File: config.mk
export PLATFORM = sky130hd
export DESIGN_NAME = uart_tx_arbiter
export DESIGN_NICKNAME = d
export VERILOG_FILES = /design/src/rtl/uart_tx_arbiter.sv
export SDC_FILE = /design/constraint.sdc
export NUM_CORES = 1
export LEC_CHECK = 0
export ABC_AREA = 1
export CAP_MARGIN = 10
export CORE_MARGIN = 2
export CORE_UTILIZATION = 46
export DETAILED_ROUTE_END_ITERATION = 7
export PLACE_DENSITY = 0.85
export SLEW_MARGIN = 25
export SYNTH_ARGS = -nofsm -noshare
export SYNTH_HDL_FRONTEND = slang
export SYNTH_SLANG_ARGS = --single-unit
File: constraint.sdc
create_clock -name Clock -period 2.25 [get_ports Clock]
set_input_delay 0.45 -clock Clock [delete_from_list [all_inputs] [get_ports Clock]]
set_output_delay 0.45 -clock Clock [all_outputs]
set_load 0.05 [all_outputs]
File: src/rtl/uart_tx_arbiter.sv
// Round-robin arbiter sharing one UART transmitter among N byte sources.
// A granted source keeps the UART until its last byte or an idle timeout.
module uart_tx_arbiter #(
   parameter int unsigned N       = 4,
   parameter int unsigned TIMEOUT = 1024
) (
   input  logic           Clock,
   input  logic           Reset,
   input  logic [N-1:0]   Req,
   input  logic [8*N-1:0] Data,
   input  logic [N-1:0]   Last,
   output logic [N-1:0]   Ack,
   output logic [N-1:0]   Grant,
   output logic           Busy,
   output logic           TimedOut,
   input  logic           TxEmpty,
   output logic           XMitGo,
   output logic [7:0]     TxData
);

   localparam int unsigned PW = (N > 1) ? $clog2(N) : 1;
   localparam int unsigned CW = (TIMEOUT > 0) ? $clog2(TIMEOUT + 1) : 1;

   typedef enum logic [1:0] {
      IDLE = 2'd0,
      SEND = 2'd1,
      HOLD = 2'd2
   } state_t;

   state_t         state;
   logic [PW-1:0]  ptr;
   logic [PW-1:0]  owner;
   logic [PW-1:0]  winner;
   logic [PW-1:0]  cand;
   logic           found;
   logic           last_latched;
   logic [CW-1:0]  cnt;
   logic [7:0]     bytes [N];
   int unsigned    idx;

   for (genvar i = 0; i < N; i++) begin : g_bytes
      assign bytes[i] = Data[8*i +: 8];
   end

   // Scan requests starting just after the most recent owner, wrapping around.
   always_comb begin
      found  = 1'b0;
      winner = '0;
      idx    = 0;
      cand   = '0;
      for (int unsigned k = 1; k <= N; k++) begin
         idx  = (32'(ptr) + k) % N;
         cand = PW'(idx);
         if (!found && Req[cand]) begin
            found  = 1'b1;
            winner = cand;
         end
      end
   end

   always_ff @(posedge Clock) begin
      if (Reset) begin
         state        <= IDLE;
         ptr          <= PW'(N - 1);
         owner        <= '0;
         last_latched <= 1'b0;
         cnt          <= '0;
         Ack          <= '0;
         Grant        <= '0;
         Busy         <= 1'b0;
         TimedOut     <= 1'b0;
         XMitGo       <= 1'b0;
         TxData       <= 8'h00;
      end else begin
         Ack      <= '0;
         TimedOut <= 1'b0;
         case (state)
            IDLE: begin
               if (TxEmpty && found) begin
                  owner        <= winner;
                  Grant        <= N'(1) << winner;
                  TxData       <= bytes[winner];
                  last_latched <= Last[winner];
                  XMitGo       <= 1'b1;
                  Busy         <= 1'b1;
                  state        <= SEND;
               end
            end
            SEND: begin
               // The UART drops TxEmpty when it takes the byte.
               if (!TxEmpty) begin
                  XMitGo     <= 1'b0;
                  Ack[owner] <= 1'b1;
                  if (last_latched) begin
                     ptr   <= owner;
                     Grant <= '0;
                     Busy  <= 1'b0;
                     state <= IDLE;
                  end else begin
                     cnt   <= '0;
                     state <= HOLD;
                  end
               end
            end
            HOLD: begin
               if (TxEmpty && Req[owner]) begin
                  TxData       <= bytes[owner];
                  last_latched <= Last[owner];
                  XMitGo       <= 1'b1;
                  state        <= SEND;
               end else if (TIMEOUT != 0 && TxEmpty) begin
                  if (cnt == CW'(TIMEOUT - 1)) begin
                     TimedOut <= 1'b1;
                     ptr      <= owner;
                     Grant    <= '0;
                     Busy     <= 1'b0;
                     cnt      <= '0;
                     state    <= IDLE;
                  end else begin
                     cnt <= cnt + CW'(1);
                  end
               end
            end
            default: begin
               state  <= IDLE;
               XMitGo <= 1'b0;
               Grant  <= '0;
               Busy   <= 1'b0;
            end
         endcase
      end
   end

endmodule

==> out/qor.yml, run 1 <==
clk_latency_ps: 300
worst_setup_path_start_kind: "input pin"
path_buf_inv: 4
antennaDiodeCount: 0
clkSlewWorstSetupHoldPaths_ps: 80
critPathArrivalTime_ps: 2380
setup.worst_path.class: "in2reg"
cts.path.max_buffers: 2
endpoint_kind: "flip-flop"
critPathRequiredTime_ps: 2490
fin_tns_setup_ps: 0
path_cells: "clkdlybuf4s50_1 > inv_1 > nand2_2 > nand2_1 > nand2_1 > o21ai_0 > nand3_2 > nand2_2 > nor3_4 > nor2_4 > buf_4 > buf_4 > a21oi_2 > nand2_1 > a21oi_2"
routed_wl_um: 7510
vias: 3027
slew_violations: 0
status: "complete, no violations"
io_pins: 62
max_freq_ghz: 0.467
clock-sinks: 37
cts_hold_buf: 0
wl_met3_um: 629
track_usage: 0.255
hold_viol: 0
ys_seq_elements: 37
drc: 0
syn_inst: 399
max_stage_delay_ps: 490
cts_tree: "yes"
grt.overflow.total: 0
synth.top_cell.area_share: 0.294
avgSynthCellArea_um2: 6.31
crit_fanout: 7
gp_congestion: 0.988
finClkSkew_ps: 9.08
final_nets: 523
synth_cell_type_count: 36
postRouteAntennaNets: 0
period_share: 0.951
ys_warn_count: 0
syn2layout_area_growth_pct: 38.2
io_buffer_count: 61
num_rows: 26
cp_common_cell: "nand2_1"
fin_hold_ws_ps: 478
grt_pass1_vias: 2773
top_layer: "met4"
dp_hpwl_um: 5560
yosysSeqAreaShare: 0.294
leakage_nw: 1.54
cp_top_family: "buffers and inverters"
drive_above_1_share: 0.150
dr.pass1.iters: 5
ir_worst_vdd_mv: 0.740
maxCapViolations: 0
hold_path_class: "reg2reg"
die_h_um: 78.0
htreeDepth: 2
cts-root-buf: "clkbuf_8"
vias_per_cell: 5.50
drt_iter0_markers: 347
drt-wirelength-per-cell_um: 13.7
synthTopCellsByArea: "dfxtp_1 (29%), nand2_1 (21%), nand3_1 (9.0%), a21oi_1 (5.6%), inv_1 (4.0%)"
synthFlopType: "dfxtp_1"
final.min_clock_period_ps: 2140
die_area_um2: 6080
start_util: 0.483
synth_area_leader_cell: "dfxtp_1"
synth_nets: 443
power_density_nw_per_um2: 1310
async_reset_ff_frac: 0
worst_pin_slew_ps: 509
slew_headroom: 0.660
cp_slowest_cell: "clkdlybuf4s50_1"
grt_max_degree: 20
syn-cell-area_um2: 2520
die_w_um: 78.0
m1WireLength_um: 3220
setup_violations: 0
dr_wl_met2_um: 3520
antenna_found_initial: 0
grt_pass1_wl_um: 12600
synth_edf_count: 0
numCtsBuffers: 5
core_um2: 5200
[path summary, 6_finish.rpt]
path                         startpoint  slack (ps)  cells past startpoint                      to
setup / recovery                 Req[2]         110                     15  TxData[4]$_SDFFE_PP0P_
setup reg to reg  owner[0]$_SDFFE_PP0P_         220                     12  TxData[4]$_SDFFE_PP0P_
hold / removal        Busy$_SDFFE_PP0P_         480                      2       Busy$_SDFFE_PP0P_
hold reg to reg       Busy$_SDFFE_PP0P_         480                      2       Busy$_SDFFE_PP0P_
[worst min-delay path: stages, from the launching register on]
cell and delay (ps):
dfxtp_1 320, nand2_1 60, a21oi_1 50
[cells by family after synthesis]
logic type,after synthesis,share of synthesized area
compound gates,69,0.180
xor+xnor,3,0.0104
fa+ha+maj,1,0.00497
buf+inv,54,0.102
flops,37,0.294
simple gates,235,0.409
[synth_stat cells (4+ instances only)]
| cell | instances |
|---|---|
| inv_2 | 5 |
| a22o_1 | 6 |
| dfxtp_1 | 37 |
| a221oi_1 | 6 |
| nor2_1 | 23 |
| a21oi_1 | 28 |
| a21oi_2 | 6 |
| a22oi_1 | 8 |
| nand2_1 | 140 |
| buf_4 | 5 |
| buf_2 | 4 |
| nand4_1 | 5 |
| nand3_1 | 45 |
| nor3_1 | 5 |
| clkbuf_1 | 6 |
| o21ai_0 | 9 |
| inv_1 | 27 |
| nand2_2 | 6 |
[cell usage in the layout (no fill, tap or decap), types with 8 or more instances in the layout]
cell               n
nand2_1          138
clkdlybuf4s50_1   59
nand3_1           45
dfxtp_1           36
a21oi_1           28
buf_4             28
inv_1             27
nor2_1            21
o21ai_0            9
a22oi_1            8
nand2_2            8
[metrics by stage]
| step | utilization | cells | total power, mW | setup slack [ps] | area (um^2) |
|---|---|---|---|---|---|
| floorplan | - | 399 | 2.95 | 514 | 2520 |
| global placement | 0.634 | 537 | 3.77 | -167 | 3300 |
| detailed placement | 0.634 | 537 | 3.83 | -229 | 3300 |
| CTS | 0.656 | 545 | 4.43 | 40.0 | 3420 |
| global route | 0.668 | 550 | 4.89 | -24.4 | 3480 |
| finish | 0.668 | 550 | 4.57 | 110 | 3480 |
[final cells by class]
class                           count  area (um^2)
Clock buffer                        5         68.8
Clock inverter                      3         46.3
Inverter                           36          143
Timing Repair Buffer               91          857
Fill cell                         472         1730
Multi-Input combinational cell    308         1530
Sequential cell                    37          742
Tap cell                           70         87.6
[layer usage]
metal,GRT usage,up-vias
met5,0,-
met4,0.0842,0
met3,0.0453,18
met2,0.416,158
met1,0.341,1365
li1,-,1486
[report_power, final]
group | leakage [nW] | internal [mW] | switching [mW] | total [mW]
clock network | 0.0543 | 0.332 | 0.259 | 0.590
registers | 0.301 | 0.802 | 0.144 | 0.946
logic | 1.19 | 1.17 | 1.86 | 3.03
total | 1.54 | 2.30 | 2.27 | 4.57
[registers in the layout, summed over array words and instances, names as in the netlist]
register and cells:
Ack 4, Busy 1, state 2, owner 2, TimedOut 1, Grant 4
last_latched 1, XMitGo 1, ptr 2, TxData 8, cnt 11
[timing repair]
action / CTS / global route
setup buffers: 0 / 5
gates resized for setup: 0 / 9
setup endpoints to repair: 0 / 13
Power figures use the tool's default switching activity.
==> inputs of run 2 (changes only) <==
--- a/config.mk
+++ b/config.mk
@@ -7,10 +7,11 @@
 export LEC_CHECK = 0
 export ABC_AREA = 1
 export CAP_MARGIN = 10
-export CORE_MARGIN = 2
-export CORE_UTILIZATION = 46
+export CORE_MARGIN = 5
+export CORE_UTILIZATION = 40
+export CTS_CLUSTER_SIZE = 12
 export DETAILED_ROUTE_END_ITERATION = 7
-export PLACE_DENSITY = 0.85
+export PLACE_DENSITY = 0.77
 export SLEW_MARGIN = 25
 export SYNTH_ARGS = -nofsm -noshare
 export SYNTH_HDL_FRONTEND = slang
==> run 2 against run 1 <==
Against the previous run:
- routed wire length shrank 1.8%
- critical path type unchanged
- highest routed layer unchanged
- critical endpoint is now TxData[2]$_SDFFE_PP0P_
- power shrank 5.9%
- via count shrank 3.5%
- sequential cell count is the same
- setup slack gained 75 ps
==> out/qor.yml, run 2 (same netlist as run 1, synthesis figures left out) <==
place_area_um2: 3280
setup_slack_ps: 185
maxCapViolations: 0
die_w_um: 89.3
top_regs: "cnt (11), TxData (8)"
setup.worst_path.class: "in2reg"
htreeDepth: 2
track_usage: 0.193
routed_wl_um: 7380
reg2reg_depth: 15
grt_pass1_vias: 2729
layout_common_cells: "nand2_1 (140), clkdlybuf4s50_1 (61), nand3_1 (45)"
path_cells: "clkdlybuf4s50_1 > nand2_1 > nand2_1 > nand2_1 > nand2_1 > nor2_2 > nand3_1 > nand3_1 > nor2_1 > buf_4 > nand2_1 > nand3_1 > nand2_1 > a21oi_1"
cp_top_family: "simple AND/OR/NAND/NOR gates"
ir_worst_vdd_mv: 0.735
dp_hpwl_um: 5610
crit_fanout: 10
drt_iter0_markers: 156
grt_busiest_layer: "met2"
vias_per_cell: 5.35
period_share: 0.918
use_met3: 0.0442
cp-startpoint: "Req[1]"
use_met1: 0.239
start_util: 0.418
die_h_um: 89.3
cts.path.max_buffers: 2
die_area_um2: 7980
rrSetupSlack_ps: 210
endpoint_kind: "flip-flop"
cp_common_cell: "nand2_1"
hold_viol: 0
power_density_nw_per_um2: 1270
rsz0062_at_grt: "no"
max_stage_delay_ps: 490
worst_pin_slew_ps: 523
critPathRequiredTime_ps: 2480
clkSlewWorstSetupHoldPaths_ps: 80
final_common_cell: "nand2_1"
antennaDiodeCount: 0
setup_violations: 0
worst_setup_path_start_kind: "input pin"
numCtsBuffers: 5
slew_violations: 0
hold_path_class: "reg2reg"
largest_reg_flops: 11
path_buf_inv: 2
vias: 2921
postRouteAntennaNets: 0
critPathArrivalTime_ps: 2300
path_depth: 14
antenna_found_initial: 0
leakage_nw: 1.48
final.min_clock_period_ps: 2070
clk_latency_ps: 290
pre_cts_slack_ps: -119
r2r_start: "ptr[1]$_SDFFE_PP1P_"
use_met2: 0.332
syn2layout_area_growth_pct: 34.6
status: "complete, no violations"
cts_tree: "yes"
grt_max_degree: 21
cts_hold_buf: 0
r2r_end: "TxData[2]$_SDFFE_PP0P_"
drt-wirelength-per-cell_um: 13.5
final_nets: 514
dr.pass1.iters: 5
cp_slowest_cell: "clkdlybuf4s50_1"
core_um2: 6030
io_pins: 62
grt_pass1_wl_um: 12200
grt.overflow.total: 0
drc: 0
max_freq_ghz: 0.484
finClkSkew_ps: 5.85
io_buffer_count: 61
endpoint: "TxData[2]$_SDFFE_PP0P_"
cts-root-buf: "clkbuf_8"
num_rows: 28
clock-sinks: 37
gp_congestion: 0.960
final_area_um2: 3390
slew_headroom: 0.651
drive_above_1_share: 0.130
regMostFlops: "cnt"
==> run 2: timing repair <==
item / CTS / global route
buffers inserted: 0 / 1
gates resized for setup: 0 / 4
setup endpoints to repair: 0 / 7
==> run 2: routing by layer <==
metal | share of wire | vias up
met3 | 0.067 | 9
met5 | 0 | -
met4 | 0.014 | 0
met2 | 0.50 | 110
li1 | - | 1462
met1 | 0.42 | 1340
==> run 2: cell type report <==
class	instances	area, um^2
fillers	584	2640
multi-input cells	308	1530
repair buffers	82	793
flip-flops and latches	37	743
inverters	36	143
well taps	75	93.8
clock buffers	5	68.8
clock inverters	3	17.5
==> run 2: how the worst min path moves through the flow <==
| stage | start | to | slack (ps) | cells after the start |
|---|---|---|---|---|
| CTS | cnt[4]$_SDFFE_PP0P_ | cnt[4]$_SDFFE_PP0P_ | 460 | 2 |
| global route | Busy$_SDFFE_PP0P_ | Busy$_SDFFE_PP0P_ | 490 | 2 |
| finish | cnt[4]$_SDFFE_PP0P_ | cnt[4]$_SDFFE_PP0P_ | 460 | 2 |
| detailed placement | cnt[4]$_SDFFE_PP0P_ | cnt[4]$_SDFFE_PP0P_ | 450 | 2 |
| floorplan | cnt[10]$_SDFFE_PP0P_ | cnt[10]$_SDFFE_PP0P_ | 440 | 2 |
| global placement | cnt[10]$_SDFFE_PP0P_ | cnt[10]$_SDFFE_PP0P_ | 450 | 2 |
==> run 2: per-stage QoR <==
| step | util | hold slack, ps | TNS [ps] | cells | total power, mW |
|---|---|---|---|---|---|
| after floorplan | - | 436 | 0 | 399 | 2.95 |
| after global placement | 0.545 | 451 | -419 | 537 | 3.76 |
| after detailed placement | 0.545 | 450 | -1070 | 537 | 3.81 |
| after CTS | 0.559 | 462 | 0 | 545 | 4.28 |
| after global routing | 0.562 | 489 | 0 | 546 | 4.63 |
| final | 0.562 | 459 | 0 | 546 | 4.30 |
==> run 2: power by group <==
| group | switching (mW) | leakage [nW] | internal [mW] | total (mW) |
|---|---|---|---|---|
| combinational | 1.79 | 1.13 | 1.10 | 2.88 |
| sequential | 0.149 | 0.302 | 0.803 | 0.951 |
| clock | 0.248 | 0.0439 | 0.214 | 0.462 |
==> run 2: worst register-to-register path, stage by stage (launching register included) <==
cell	delay (ps)
dfxtp_1	520
inv_4	90
nand2_1	90
nand2_2	60
nand2_1	70
nand2_2	70
nor2_2	150
nand3_2	100
nand2_1	100
buf_4	230
nand3_1	100
nand2_1	80
nand2_1	50
nand3_1	70
nand2_1	70
a21oi_1	120
